[src/rtl/led_blink_multi.sv]
// ---------------------------------------------------------------------------
// led_blink_multi
//
// Multi-channel LED blinker. Each channel has a runtime-programmable
// half-period and one of four modes: OFF, ON, BLINK or BURST. BURST gives a
// fixed number of high pulses and then parks the channel in a DONE state.
// A global sync pulse phase-aligns every blinking channel. Each channel also
// exports a one-cycle tick on every LED toggle so other logic can reuse the
// derived rate.
//
// Optional feature: define LED_BLINK_DIM_EN to add the i_Dim brightness
// input. This adds a free-running 4-bit PWM that gates o_LED. The gating adds
// one cycle of latency to o_LED only.
//
// Parameters:
//   g_NUM_CH     number of LED channels (1..16)
//   g_CNT_WIDTH  width of the half-period register and counter
//   g_BASE_HALF  half-period every channel gets out of reset
//   g_BURST_CNT  number of high pulses in BURST mode (1..255)
//
// Ports:
//   i_Clk         system clock
//   i_Rst_L       synchronous active-low reset
//   i_Wr_En       single-cycle config write strobe
//   i_Wr_Ch       target channel; out-of-range indices are ignored
//   i_Wr_Mode     00 OFF, 01 ON, 10 BLINK, 11 BURST
//   i_Wr_Half     half-period in clocks (0 behaves as 1)
//   i_Sync        phase-align pulse for all BLINK/BURST channels
//   i_Dim         (LED_BLINK_DIM_EN only) brightness, 15 = full on
//   o_LED         LED drive, bit k = channel k
//   o_Tick        one-cycle pulse on every LED toggle
//   o_Burst_Done  level, high once a BURST has completed
// ---------------------------------------------------------------------------
module led_blink_multi #(
  parameter int g_NUM_CH    = 4,
  parameter int g_CNT_WIDTH = 24,
  parameter int g_BASE_HALF = 1250000,
  parameter int g_BURST_CNT = 3,
  localparam int c_CH_W     = (g_NUM_CH > 1) ? $clog2(g_NUM_CH) : 1
) (
  input  logic                   i_Clk,
  input  logic                   i_Rst_L,
  input  logic                   i_Wr_En,
  input  logic [c_CH_W-1:0]      i_Wr_Ch,
  input  logic [1:0]             i_Wr_Mode,
  input  logic [g_CNT_WIDTH-1:0] i_Wr_Half,
  input  logic                   i_Sync,
`ifdef LED_BLINK_DIM_EN
  input  logic [3:0]             i_Dim,
`endif
  output logic [g_NUM_CH-1:0]    o_LED,
  output logic [g_NUM_CH-1:0]    o_Tick,
  output logic [g_NUM_CH-1:0]    o_Burst_Done
);

  localparam logic [g_CNT_WIDTH-1:0] c_ONE       = g_CNT_WIDTH'(1);
  localparam logic [g_CNT_WIDTH-1:0] c_BASE_HALF = g_CNT_WIDTH'(g_BASE_HALF);
  localparam logic [7:0]             c_BURST     = 8'(g_BURST_CNT);

  // DONE is a separate state so a finished burst stays parked until a write,
  // sync or reset restarts it.
  typedef enum logic [2:0] {
    CH_OFF,
    CH_ON,
    CH_BLINK,
    CH_BURST,
    CH_DONE
  } ch_state_t;

  logic [g_NUM_CH-1:0]    led_raw;
  logic [g_NUM_CH-1:0]    tick_raw;
  logic [g_NUM_CH-1:0]    done_raw;
  logic [g_CNT_WIDTH-1:0] wr_half_eff;

  // A programmed half-period of 0 is treated as 1 so the counter always has
  // a valid terminal value.
  assign wr_half_eff = (i_Wr_Half == '0) ? c_ONE : i_Wr_Half;

  for (genvar k = 0; k < g_NUM_CH; k++) begin : g_ch
    ch_state_t              state_q, state_d;
    logic [g_CNT_WIDTH-1:0] half_q, half_d;
    logic [g_CNT_WIDTH-1:0] cnt_q, cnt_d;
    logic [7:0]             rem_q, rem_d;
    logic                   led_q, led_d;
    logic                   tick_q, tick_d;
    logic                   done_q, done_d;
    logic                   wr_hit;
    logic                   running;
    logic                   terminal;

    // Out-of-range channel indices never match any k, so they are dropped.
    assign wr_hit   = i_Wr_En && (i_Wr_Ch == c_CH_W'(k));
    assign running  = (state_q == CH_BLINK) || (state_q == CH_BURST) ||
                      (state_q == CH_DONE);
    // >= rather than == keeps the counter bounded even if it were ever ahead.
    assign terminal = (cnt_q >= (half_q - c_ONE));

    // State register plus the channel datapath registers.
    always_ff @(posedge i_Clk) begin
      if (!i_Rst_L) begin
        state_q <= CH_BLINK;
        half_q  <= c_BASE_HALF;
        cnt_q   <= '0;
        rem_q   <= c_BURST;
        led_q   <= 1'b0;
        tick_q  <= 1'b0;
        done_q  <= 1'b0;
      end else begin
        state_q <= state_d;
        half_q  <= half_d;
        cnt_q   <= cnt_d;
        rem_q   <= rem_d;
        led_q   <= led_d;
        tick_q  <= tick_d;
        done_q  <= done_d;
      end
    end

    // Next-state logic: a write beats sync, sync beats normal counting.
    always_comb begin
      state_d = state_q;
      if (wr_hit) begin
        case (i_Wr_Mode)
          2'b00:   state_d = CH_OFF;
          2'b01:   state_d = CH_ON;
          2'b10:   state_d = CH_BLINK;
          default: state_d = CH_BURST;
        endcase
      end else if (i_Sync && running) begin
        state_d = (state_q == CH_BLINK) ? CH_BLINK : CH_BURST;
      end else if ((state_q == CH_BURST) && terminal && led_q &&
                   (rem_q == 8'd1)) begin
        state_d = CH_DONE;
      end
    end

    // Datapath next values. The last falling toggle of a burst still ticks,
    // since the LED does change on that edge.
    always_comb begin
      half_d = half_q;
      cnt_d  = cnt_q;
      rem_d  = rem_q;
      led_d  = led_q;
      tick_d = 1'b0;
      done_d = done_q;
      if (wr_hit) begin
        half_d = wr_half_eff;
        cnt_d  = '0;
        rem_d  = c_BURST;
        led_d  = (i_Wr_Mode == 2'b01);
        done_d = 1'b0;
      end else if (i_Sync && running) begin
        cnt_d  = '0;
        rem_d  = c_BURST;
        led_d  = 1'b0;
        done_d = 1'b0;
      end else begin
        case (state_q)
          CH_OFF: begin
            cnt_d = '0;
            led_d = 1'b0;
          end
          CH_ON: begin
            cnt_d = '0;
            led_d = 1'b1;
          end
          CH_BLINK: begin
            if (terminal) begin
              cnt_d  = '0;
              led_d  = ~led_q;
              tick_d = 1'b1;
            end else begin
              cnt_d = cnt_q + c_ONE;
            end
          end
          CH_BURST: begin
            if (terminal) begin
              cnt_d  = '0;
              tick_d = 1'b1;
              if (led_q) begin
                led_d = 1'b0;
                rem_d = rem_q - 8'd1;
                if (rem_q == 8'd1) begin
                  done_d = 1'b1;
                end
              end else begin
                led_d = 1'b1;
              end
            end else begin
              cnt_d = cnt_q + c_ONE;
            end
          end
          default: begin
            cnt_d  = '0;
            led_d  = 1'b0;
            done_d = 1'b1;
          end
        endcase
      end
    end

    assign led_raw[k]  = led_q;
    assign tick_raw[k] = tick_q;
    assign done_raw[k] = done_q;
  end

  assign o_Tick       = tick_raw;
  assign o_Burst_Done = done_raw;

`ifdef LED_BLINK_DIM_EN
  logic [3:0]          pwm_cnt;
  logic [g_NUM_CH-1:0] led_dim_q;

  // Free-running PWM; a channel is lit for the first i_Dim+1 of 16 slots.
  always_ff @(posedge i_Clk) begin
    if (!i_Rst_L) begin
      pwm_cnt   <= 4'd0;
      led_dim_q <= '0;
    end else begin
      pwm_cnt   <= pwm_cnt + 4'd1;
      led_dim_q <= led_raw & {g_NUM_CH{pwm_cnt <= i_Dim}};
    end
  end

  assign o_LED = led_dim_q;
`else
  assign o_LED = led_raw;
`endif

endmodule
[config.mk]
export PLATFORM = sky130hd
export DESIGN_NAME = led_blink_multi
export DESIGN_NICKNAME = d
export VERILOG_FILES = /design/src/rtl/led_blink_multi.sv
export SDC_FILE = /design/constraint.sdc
export NUM_CORES = 1
export LEC_CHECK = 0
export ABC_AREA = 1
export CORE_ASPECT_RATIO = 2
export CORE_MARGIN = 10
export CORE_UTILIZATION = 35
export DETAILED_ROUTE_END_ITERATION = 16
export PLACE_DENSITY = 0.58
export SLEW_MARGIN = 20
export SYNTH_ARGS = -nofsm -noshare
export SYNTH_HDL_FRONTEND = slang
export SYNTH_SLANG_ARGS = --single-unit
[constraint.sdc]
create_clock -name i_Clk -period 2.9 [get_ports i_Clk]
set_input_delay 0.29 -clock i_Clk [delete_from_list [all_inputs] [get_ports i_Clk]]
set_output_delay 0.29 -clock i_Clk [all_outputs]
set_load 0.03 [all_outputs]
-- After elaboration in Yosys (flattened, before gate mapping)
Index checks and enable logic that the tools add are counted.
- bitwise operators: 13
- reductions and logical operators: 71
- muxes and demuxes: 62
- equality and inequality tests: 45
- $add $sub $neg: 12
- order comparisons: 4
- operators by type and width (kind ; count):
    adder 24 x 1 -> 24 bit, second input constant ; 4
    >= comparator 24 bit ; 4
    subtractor 24 x 1 -> 24 bit, second input constant ; 4
    2-to-1 mux 1 bit ; 40
    2-to-1 mux 3 bit ; 12
    equality test 8 x 1 -> 1 bit, second input constant ; 4
    subtractor 8 x 1 -> 8 bit, second input constant ; 4
    equality test 3 x 2 -> 1 bit, second input constant ; 8
    zero test 24 bit ; 1
    2-to-1 mux 24 bit ; 1
    != test 4 x 3 -> 1 bit, second input constant ; 6
    OR reduction 3 bit ; 8
    logical AND 1 bit ; 20
    OR reduction 5 bit ; 4
    != test 2 bit, second input constant ; 8
    AND reduction 4 bit ; 4
    OR reduction 4 bit ; 4
    inverter 1 bit ; 13
    equality test 3 x 1 -> 1 bit, second input constant ; 4
    equality test 3 bit, second input constant ; 4
    zero test 3 bit ; 4
    one-hot mux 1 bit (3 select lines) ; 4
    AND reduction 3 bit ; 4
    nonzero test 3 bit ; 4
    other kinds (10) ; 34
- output and inout bits: 12
- register bits: 248
- bits of input ports: 32
- logic and storage cells: 235

-- Logic depth before layout (Yosys ltp)
Gate-level depths: netlist of run 1.
- word-level depth: 8
- mapped depth: 23
- gate-level depth less buffers: 23

-- Least setup slack after synthesis of run 1
No wires, ideal clock.
- path type: flip-flop to flip-flop
- from: reg g_ch[0].half_q[0]
- to: reg g_ch[0].cnt_q[14]
- data required time: 2822 ps
- path buffers: 1
- arrival: 2839 ps
- cell stages (with the launch flop): 22
- slack: -17 ps
- period minus slack after synthesis: 2917 ps
- setup time: 78 ps
- cells stage by stage: dfxtp_1 > inv_1 > ha_1 > nand2_1 > nor2_2 > nand2_1 > nor2_1 > nand2_1 > nor4_2 > xor2_1 > inv_1 > ha_1 > nand2_1 > nor2_1 > nand4_1 > inv_1 > a21oi_1 > nand2_2 > nor2_2 > nand2_2 > buf_2 > nor3_1
- cells in the longest elaborated chain, start to end: 3
- RTL lines (what ; RTL line ; text):
    start, declared ; 81 ; logic [g_CNT_WIDTH-1:0] half_q, half_d;
    start signal, assigned ; 102 ; half_q <= c_BASE_HALF;
    start signal, assigned ; 110 ; half_q <= half_d;
    subtractor 24 x 1 -> 24 bit ; 96 ; assign terminal = (cnt_q >= (half_q - c_ONE));
    >= comparator 24 bit ; 96 ;
    OR reduction 5 bit (no source line) ; - ;
    end signal, assigned ; 111 ; cnt_q <= cnt_d;
    end, declared ; 82 ; logic [g_CNT_WIDTH-1:0] cnt_q, cnt_d;
No other way between the ends.
A chain may end at the register's enable or synchronous reset.

-- Worst setup path in the final report of run 1
- from: reg g_ch[3].half_q[1]
- to: reg g_ch[3].cnt_q[22]
- cells in the longest elaborated chain, start to end: 3
- RTL lines (what ; RTL line):
    start, declared ; 81
    start signal, assigned ; 102
    start signal, assigned ; 110
    subtractor 24 x 1 -> 24 bit ; 96
    >= comparator 24 bit ; 96
    OR reduction 5 bit (no source line) ; -
    end signal, assigned ; 111
    end, declared ; 82
No other way between the ends.

==> results of run 1 <==
## layout by cell type (no fill, tap or decap), types with 5 or more instances in the layout
master and count:
nand2_1 321, dfxtp_1 238, inv_1 232, buf_4 188
nor2_1 176, a21oi_1 138, o21ai_0 113, ha_1 101
xor2_1 89, nor2_4 73, xnor2_1 61, a21oi_2 59
nand3_1 57, nand4_1 42, clkdlybuf4s50_1 42, nor2_2 32
nand3_2 32, nand2_2 31, clkbuf_16 28, nor3_1 25
buf_6 23, or2_2 21, nor4_1 19, inv_2 17
nand2_4 17, nor3_2 11, ha_4 11, o21ai_1 10
dfxtp_2 10, buf_12 10, nor3_4 9, nand3_4 8
nor3b_2 8, a21o_1 7, o22ai_1 7, clkbuf_8 7
nor4_2 5, o211ai_1 5
## power breakdown
| part | internal (W) | switching, W |
|---|---|---|
| logic | 0.000544 | 0.000701 |
| clock network | 0.00191 | 0.00140 |
| registers | 0.00350 | 0.0000959 |
## per-stage QoR
step	area (um2)	cells	setup WS (ns)	hold WS, ns	util (%)
after floorplan	14900	2075	0.00989	0.420	-
after global placement	17100	2779	-0.262	0.453	40.7
after detailed placement	17100	2779	-0.326	0.461	40.7
after CTS	18900	2849	-0.199	0.109	45.1
after global routing	20200	2878	-0.422	0.144	48.3
final	20200	2878	-0.217	0.126	48.3
## repair_timing
item                       4_1_cts  5_1_grt
resized for setup              157      275
buffers inserted                22       29
pin swaps                       35       85
hold endpoints to repair         0        0
cloned                           7        7
setup endpoints to repair      135      152
## registers in the layout, indices dropped and copies added, names as in the netlist
signal / cells
g_ch.led_q: 4
g_ch.half_q: 96
g_ch.tick_q: 4
g_ch.state_q: 12
g_ch.done_q: 4
g_ch.cnt_q: 96
g_ch.rem_q: 32
## final cells by class
class	count	area [um2]	area share (%)
sequential	248	4980	24.6
tap	540	676	3.34
inverter	251	942	4.65
clock inverter	8	123	0.606
clock buffer	33	683	3.37
multi-input combinational	1525	10300	51.0
timing repair buffer	273	2520	12.4
## cell families (layout without fill, tap and decap cells)
family,Yosys count,in the layout,synth area share [%]
DFF,248,248,33.4
and+or+nand+nor,906,908,27.8
xor gates and xnor gates,155,155,9.14
adders and majority gates,112,112,9.43
buffers and inverters,304,565,8.06
AOI/OAI and AO/OA,350,350,12.2
## layer usage
metal	GRT usage [%]	vias to the layer above
met2	33.2	290
met3	1.63	117
met1	15.6	6800
met5	0	-
li1	-	7276
met4	7.81	0
## critical path: cells and delay by family (launching register included)
kind,cells,cell delay [ns]
buf+inv,3,0.45
fa+ha+maj,1,0.32
simple gates,13,1.43
flops,1,0.33
xor+xnor,1,0.13
compound gates,3,0.38
## worst max-delay path by stage
stage,startpoint,end,slack [ns]
floorplan,g_ch[3].half_q[0],g_ch[3].cnt_q[18],0.01
global placement,g_ch[3].half_q[0],g_ch[3].state_q[0],-0.26
detailed placement,g_ch[3].half_q[0],g_ch[3].cnt_q[12],-0.33
CTS,g_ch[3].half_q[1],g_ch[3].cnt_q[22],-0.20
global route,g_ch[0].half_q[1],g_ch[0].rem_q[3],-0.42
finish,g_ch[3].half_q[1],g_ch[3].cnt_q[22],-0.22
==> impl_metrics.py, run 1 <==
metrics = {
    "worst_hold_path": {
        "worstHoldStart": "i_Rst_L",
        "hold_path_depth": 2,
        "hp-class": "in2reg",
        "hold-path-endpoint": "g_ch[0].state_q[1]",
    },
    "timing": {
        "setup_viol": 112,
        "drv_slew": 0,
        "finalSetupTns_ns": -12.04,
        "timing.final.crit_share_pct": 107,
        "fin_skew_ns": 0.0110,
        "period_needed_ns": 3.12,
        "clock.fmax_ghz": 0.321,
        "hold_viol": 0,
        "final.setup.worst_slack_ns": -0.217,
        "worst_pin_slew_ns": 1.35,
        "rsz0062_at_grt": "true",
        "slew_headroom_pct": 9.10,
    },
    "synthesis": {
        "ys_warn_count": 0,
        "yosysTopAreaCell": "dfxtp_1",
        "synth_commonest_cells": "nand2_1, nor2_1, dfxtp_1, inv_1, a21oi_1",
        "netlist_area_um2": 14900,
        "synth_cells": 2075,
        "synth.most_common_cell": "nand2_1",
        "synth-seq-area-share_pct": 33.4,
        "synth_edf_count": 0,
        "ys_seq_elements": 248,
        "yosys-top-cells-area": "dfxtp_1, ha_1, nand2_1",
        "async_flop_share_pct": 0,
        "synth_top_flop_cell": "dfxtp_1",
        "syn_area_per_cell_um2": 7.16,
        "syn_nets": 2219,
        "netlist.area_leader.share_pct": 33.4,
        "synthDistinctLibCells": 45,
    },
    "critical_path": {
        "worst_setup_path_end_kind": "flip-flop",
        "critPathKind": "reg2reg",
        "cp_cell_sequence": "or2_1 > nor2_2 > nand2_2 > nor2_4 > nand2_4 > nor2_4 > nand3b_4 > buf_6 > xor2_1 > ha_1 > a21oi_2 > nor2_1 > nor2_1 > nand2_1 > a21oi_2 > nand2_4 > nor2_4 > nand2_4 > buf_12 > buf_16 > a21oi_2",
        "cp_max_fo": 6,
        "worstReg2RegEnd": "g_ch[3].cnt_q[22]",
        "r2r_cells": 21,
        "reg2reg_from": "g_ch[3].half_q[1]",
        "reg2reg_slack_ns": -0.22,
        "max_stage_delay_ns": 0.33,
        "cp.required_ns": 3.37,
        "cp.arrival_ns": 3.59,
        "startpoint_type": "flip-flop",
        "critical-path-slowest-cell": "dfxtp_2",
    },
    "global_route": {
        "grt_max_degree": 59,
        "antenna_found_initial": 0,
        "grt_usage_pct": 16.3,
        "grt-ovfl-total": 0,
        "grt_first_pass_wirelength_um": 70700,
        "grt_pass1_vias": 14196,
    },
    "outcome": {
        "violations": "setup timing",
        "status": "finished with violations",
    },
    "clock_tree": {
        "cts_sinks": 248,
        "cts_root_buf": "clkbuf_16",
        "cts_tree": "built",
        "clk_latency_ns": 0.54,
        "path_clk_slew_ns": 0.07,
        "hold_buffers": 0,
        "cts.path.max_buffers": 3,
        "cts_buffers": 23,
        "htreeDepth": 1,
    },
    "detailed_routing": {
        "met3_length_um": 1540,
        "drtAntennaViolNets": 0,
        "highest_layer": "met4",
        "firstDrtPassIters": 5,
        "wl_met2_um": 25700,
        "vias_per_cell": 5.03,
        "first_iter_violations": 584,
        "post-route-drc-count": 0,
        "met1_length_um": 16000,
        "finalWirelength_um": 45500,
        "wire_per_inst_um": 15.8,
        "vias": 14483,
    },
    "floorplanning": {
        "die_area_um2": 51600,
        "coreArea_um2": 41900,
        "num_rows": 106,
        "initial_core_util_pct": 35.4,
        "die_h_um": 311,
        "io_pins": 44,
        "die_x_um": 166,
    },
    "power": {
        "ir_drop_mv": 0.350,
        "power_w": 0.00815,
        "leakage_nw": 8.37,
        "power_density_nw_per_um2": 403,
    },
    "layout": {
        "area_delta_synth_final_pct": 36.3,
        "diodes": 0,
        "nets": 2466,
        "drive_gt1_share_pct": 27.0,
        "fillers": 4155,
    },
    "placement": {
        "dp_hpwl_um": 33200,
        "gp_congestion": 0.904,
        "io_buffers": 43,
    },
    "run": {
        "drv_cap": 0,
    },
}
(Power assumes the default switching activity.)
==> run 2: changes to the inputs <==
--- a/config.mk
+++ b/config.mk
@@ -10,7 +10,8 @@
 export CORE_MARGIN = 10
 export CORE_UTILIZATION = 35
 export DETAILED_ROUTE_END_ITERATION = 16
-export PLACE_DENSITY = 0.58
+export DONT_BUFFER_PORTS = 1
+export PLACE_DENSITY = 0.57
 export SLEW_MARGIN = 20
 export SYNTH_ARGS = -nofsm -noshare
 export SYNTH_HDL_FRONTEND = slang
==> impl_metrics.py, run 2 (same netlist as run 1, synthesis figures left out) <==
metrics = {
    "floorplanning": {
        "die_area_um2": 51600,
        "initial_core_util_pct": 35.4,
        "coreArea_um2": 41900,
        "die_h_um": 311,
        "num_rows": 106,
        "io_pins": 44,
        "die_x_um": 166,
    },
    "global_route": {
        "grt_usage_pct": 16.9,
        "grt_pass1_vias": 14253,
        "grt_first_pass_wirelength_um": 72300,
        "grt_max_degree": 71,
        "antenna_found_initial": 0,
        "grt-ovfl-total": 0,
    },
    "timing": {
        "final.setup.worst_slack_ns": -0.190,
        "period_needed_ns": 3.09,
        "clock.fmax_ghz": 0.324,
        "setup_viol": 109,
        "rsz0062_at_grt": "true",
        "slew_headroom_pct": 25.6,
        "worst_pin_slew_ns": 1.11,
        "fin_skew_ns": 0.0135,
        "hold_viol": 0,
        "whs_ns": 0.0260,
        "finalSetupTns_ns": -8.22,
        "timing.final.crit_share_pct": 107,
        "drv_slew": 0,
    },
    "clock_tree": {
        "htreeDepth": 1,
        "cts_root_buf": "clkbuf_16",
        "path_clk_slew_ns": 0.07,
        "cts.path.max_buffers": 3,
        "cts_buffers": 24,
        "cts_sinks": 248,
        "cts_tree": "built",
        "clk_latency_ns": 0.56,
    },
    "outcome": {
        "violations": "setup timing",
        "status": "finished with violations",
    },
    "critical_path": {
        "startpoint_type": "flip-flop",
        "reg2reg_slack_ns": -0.19,
        "cp_cell_sequence": "or2_1 > nor2_2 > nand2_2 > nor2_4 > nand2_4 > nor2_4 > nand3b_4 > buf_6 > xor2_2 > ha_1 > a21oi_2 > nor2_1 > nor2_1 > nand2_1 > a21oi_2 > nand2_4 > nor2_4 > nand2_4 > buf_12 > nor3b_2",
        "crit_buf_inv": 2,
        "cp_max_fo": 6,
        "cp.arrival_ns": 3.57,
        "critPathKind": "reg2reg",
        "cp.required_ns": 3.38,
        "critical-path-slowest-cell": "dfxtp_2",
        "worst_setup_path_end_kind": "flip-flop",
        "max_stage_delay_ns": 0.34,
        "crit_family": "simple AND/OR/NAND/NOR gates",
    },
    "detailed_routing": {
        "first_iter_violations": 613,
        "finalWirelength_um": 47300,
        "post-route-drc-count": 0,
        "drtAntennaViolNets": 0,
        "firstDrtPassIters": 6,
        "wire_per_inst_um": 16.7,
        "vias": 14419,
        "vias_per_cell": 5.09,
    },
    "layout": {
        "top_regs": "g_ch.cnt_q x96, g_ch.half_q x96, g_ch.rem_q x32",
        "drive_gt1_share_pct": 28.0,
        "finish.instance_area_um2": 20000,
        "area_delta_synth_final_pct": 34.4,
        "layoutNonFillerInstCount": 2833,
        "fin_util_pct": 47.6,
        "final_cell_mix": "nand2_1, inv_1, dfxtp_1, nor2_1, buf_4",
        "diodes": 0,
        "nets": 2419,
        "layout_commonest_cell": "nand2_1",
    },
    "power": {
        "combinationalPowerShare_pct": 14.5,
        "pwr-share-seq_pct": 44.3,
        "power.share.clock_pct": 41.2,
        "leakage_nw": 8.21,
        "netSwitchingPower_w": 0.00225,
        "power_density_nw_per_um2": 409,
        "sw_frac_of_total_pct": 27.6,
        "cellInternalPower_w": 0.00591,
        "ir_drop_mv": 0.483,
    },
    "placement": {
        "place_inst": 2726,
        "gp_congestion": 0.896,
        "dpl_cell_area_um2": 16600,
        "io_buffers": 0,
        "dp_hpwl_um": 33900,
    },
    "worst_hold_path": {
        "hp-class": "in2reg",
    },
    "run": {
        "drv_cap": 0,
    },
}
## run 2: repair_timing
action / 4_1_cts / 5_1_grt
resized for setup: 206 / 248
buffers inserted: 34 / 21
endpoints found under the setup margin: 148 / 149
cloned: 8 / 6
pin swaps: 83 / 88
hold buffers: 4 / 0
endpoints found under the hold margin: 71 / 0
## run 2: metal layers
layer	GRT usage [%]	wire, um	up-vias	share of wire, %
met1	15.1	15800	6798	33
met4	10.4	3200	0	6.8
met3	2.43	1850	154	3.9
met5	0	0	-	0
met2	34.1	26500	286	56
li1	-	-	7181	-
## run 2: layout make-up
type	count	area, um2
well taps	540	676
fillers	4167	22000
repair buffers	224	2100
inverters	251	945
multi-input cells	1526	10400
clock inverters	11	114
clock buffers	33	716
flip-flops and latches	248	5000
## run 2: final timing paths
kind                           start            endpoint  cells past startpoint
setup / recovery   g_ch[3].half_q[2]   g_ch[3].cnt_q[12]                     20
hold / removal                i_Sync  g_ch[0].state_q[1]                      3
setup reg to reg   g_ch[3].half_q[2]   g_ch[3].cnt_q[12]                     20
hold reg to reg   g_ch[1].state_q[1]  g_ch[1].state_q[1]                      2
## run 2: power groups by stage
stage | clock [W] | combinational, W | sequential [W]
floorplan | 0 | 0.000538 | 0.00365
global placement | 0 | 0.000841 | 0.00368
detailed placement | 0 | 0.000860 | 0.00368
CTS | 0.00343 | 0.00107 | 0.00361
global route | 0.00354 | 0.00129 | 0.00363
finish | 0.00336 | 0.00119 | 0.00362
## run 2: through the flow
| step | setup slack, ns | total power (W) |
|---|---|---|
| floorplan | 0.00989 | 0.00418 |
| global placement | -0.338 | 0.00452 |
| detailed placement | -0.371 | 0.00454 |
| CTS | -0.136 | 0.00810 |
| global route | -0.358 | 0.00846 |
| finish | -0.190 | 0.00817 |
## run 2: tightest hold or removal path, cell delays in order
cell      delay, ns
nand3_1        0.07
o21ai_0        0.08
nand3b_1       0.10
==> run 3: changes to the inputs <==
--- a/config.mk
+++ b/config.mk
@@ -11,7 +11,6 @@
 export CORE_UTILIZATION = 35
 export DETAILED_ROUTE_END_ITERATION = 16
 export DONT_BUFFER_PORTS = 1
-export PLACE_DENSITY = 0.57
 export SLEW_MARGIN = 20
 export SYNTH_ARGS = -nofsm -noshare
 export SYNTH_HDL_FRONTEND = slang
==> impl_metrics.py, run 3 (same netlist as run 1, synthesis figures left out) <==
metrics = {
    "outcome": {
        "status": "finished with violations",
        "violations": "setup timing",
    },
    "timing": {
        "timing.final.crit_share_pct": 106,
        "setup_viol": 111,
        "rsz0062_at_grt": "true",
        "hold_viol": 0,
        "drv_slew": 0,
        "slew_headroom_pct": 2.76,
        "whs_ns": 0.0177,
        "clock.fmax_ghz": 0.325,
        "fin_skew_ns": 0.0184,
        "period_needed_ns": 3.08,
        "final.setup.worst_slack_ns": -0.182,
        "worst_pin_slew_ns": 1.45,
    },
    "detailed_routing": {
        "vias": 14637,
        "drtAntennaViolNets": 0,
        "vias_per_cell": 5.09,
        "first_iter_violations": 545,
        "finalWirelength_um": 47400,
        "firstDrtPassIters": 5,
        "wire_per_inst_um": 16.5,
        "post-route-drc-count": 0,
    },
    "floorplanning": {
        "die_h_um": 311,
        "die_area_um2": 51600,
        "num_rows": 106,
        "coreArea_um2": 41900,
        "die_x_um": 166,
        "initial_core_util_pct": 35.4,
        "io_pins": 44,
    },
    "critical_path": {
        "crit_buf_inv": 3,
        "max_stage_delay_ns": 0.33,
        "critical-path-slowest-cell": "dfxtp_2",
        "crit_family": "simple AND/OR/NAND/NOR gates",
        "cp_cell_sequence": "or2_1 > nor2_2 > nand2_2 > nor2_4 > nand2_4 > nor2_4 > nand3b_4 > buf_6 > xor2_4 > ha_4 > a21oi_2 > nor2_1 > nor2_1 > nand2_1 > a21oi_2 > nand2_2 > nor2_4 > nand2_4 > buf_12 > clkbuf_16 > nor2_1",
        "cp.arrival_ns": 3.58,
        "startpoint_type": "flip-flop",
        "worst_setup_path_end_kind": "flip-flop",
        "cp_max_fo": 6,
        "cp.required_ns": 3.40,
        "critPathKind": "reg2reg",
    },
    "clock_tree": {
        "cts.path.max_buffers": 3,
        "cts_tree": "built",
        "clk_latency_ns": 0.56,
        "path_clk_slew_ns": 0.07,
        "cts_sinks": 248,
        "cts_buffers": 24,
        "cts_root_buf": "clkbuf_16",
        "htreeDepth": 1,
    },
    "global_route": {
        "grt_max_degree": 51,
        "grt_usage_pct": 16.9,
        "grt_pass1_vias": 14620,
        "antenna_found_initial": 0,
        "grt_first_pass_wirelength_um": 72600,
        "grt-ovfl-total": 0,
    },
    "placement": {
        "dp_hpwl_um": 32800,
        "io_buffers": 0,
        "dpl_cell_area_um2": 16600,
        "place_inst": 2732,
        "gp_congestion": 0.900,
    },
    "layout": {
        "drive_gt1_share_pct": 27.5,
        "layoutNonFillerInstCount": 2874,
        "layout_commonest_cell": "nand2_1",
        "nets": 2460,
        "diodes": 0,
        "finish.instance_area_um2": 20300,
        "top_regs": "g_ch.cnt_q x96, g_ch.half_q x96, g_ch.rem_q x32",
        "final_cell_mix": "nand2_1, inv_1, dfxtp_1, buf_4, nor2_1",
        "area_delta_synth_final_pct": 36.9,
    },
    "power": {
        "leakage_nw": 8.25,
        "power_density_nw_per_um2": 405,
        "ir_drop_mv": 0.463,
    },
    "run": {
        "drv_cap": 0,
    },
    "worst_hold_path": {
        "hp-class": "in2reg",
    },
}
## run 3: layout make-up
type | instances | area, um2
clock inverter | 18 | 198
tap | 540 | 676
sequential | 248 | 4990
fill | 4138 | 21600
timing repair buffer | 265 | 2510
inverter | 251 | 945
clock buffer | 26 | 629
multi-input combinational | 1526 | 10400
## run 3: worst reg2reg max path: cells and delay by family, from the launching register on
family	cells	cell delay [ns]
xor gates and xnor gates	1	0.15
and+or+nand+nor	14	1.55
AOI/OAI and AO/OA	2	0.27
adders and majority gates	1	0.23
buffers and inverters	3	0.49
DFF	1	0.33
## run 3: routing by layer
layer	vias to the layer above	share of wire [%]	track usage, %
li1	7270	-	-
met1	6897	34	15.6
met2	307	54	33.0
met3	163	4.1	2.34
met4	0	7.3	11.4
met5	-	0	0
## run 3: path summary, 6_finish.rpt
| kind | startpoint | slack, ns | cells past startpoint | end |
|---|---|---|---|---|
| worst min-delay path | i_Sync | 0.02 | 3 | g_ch[0].state_q[1] |
| worst max register to register | g_ch[3].half_q[1] | -0.18 | 21 | g_ch[3].cnt_q[0] |
| worst max-delay path | g_ch[3].half_q[1] | -0.18 | 21 | g_ch[3].cnt_q[0] |
| worst min register to register | g_ch[3].state_q[1] | 0.47 | 2 | g_ch[3].state_q[1] |
## run 3: what timing repair did
action	CTS	global route
gates resized for setup	173	268
cloned	9	6
hold buffers	48	0
pin swaps	55	100
hold endpoints to repair	71	0
buffers inserted	28	14
setup endpoints to repair	139	151
## run 3: through the flow
stage	total power [W]	setup slack, ns	setup TNS, ns	util, %
3_5_place_dp	0.00453	-0.462	-19.76	39.6
5_1_grt	0.00852	-0.352	-36.45	48.5
3_3_place_gp	0.00451	-0.425	-13.59	39.6
2_1_floorplan	0.00418	0.00989	0	-
4_1_cts	0.00816	-0.167	-7.74	45.6
6_report	0.00822	-0.182	-7.80	48.5
## run 3: power by group
group          switching [W]  internal [W]  leakage (nW)
clock                0.00153       0.00187         0.391
combinational       0.000670      0.000540          5.83
sequential          0.000115       0.00350          2.02
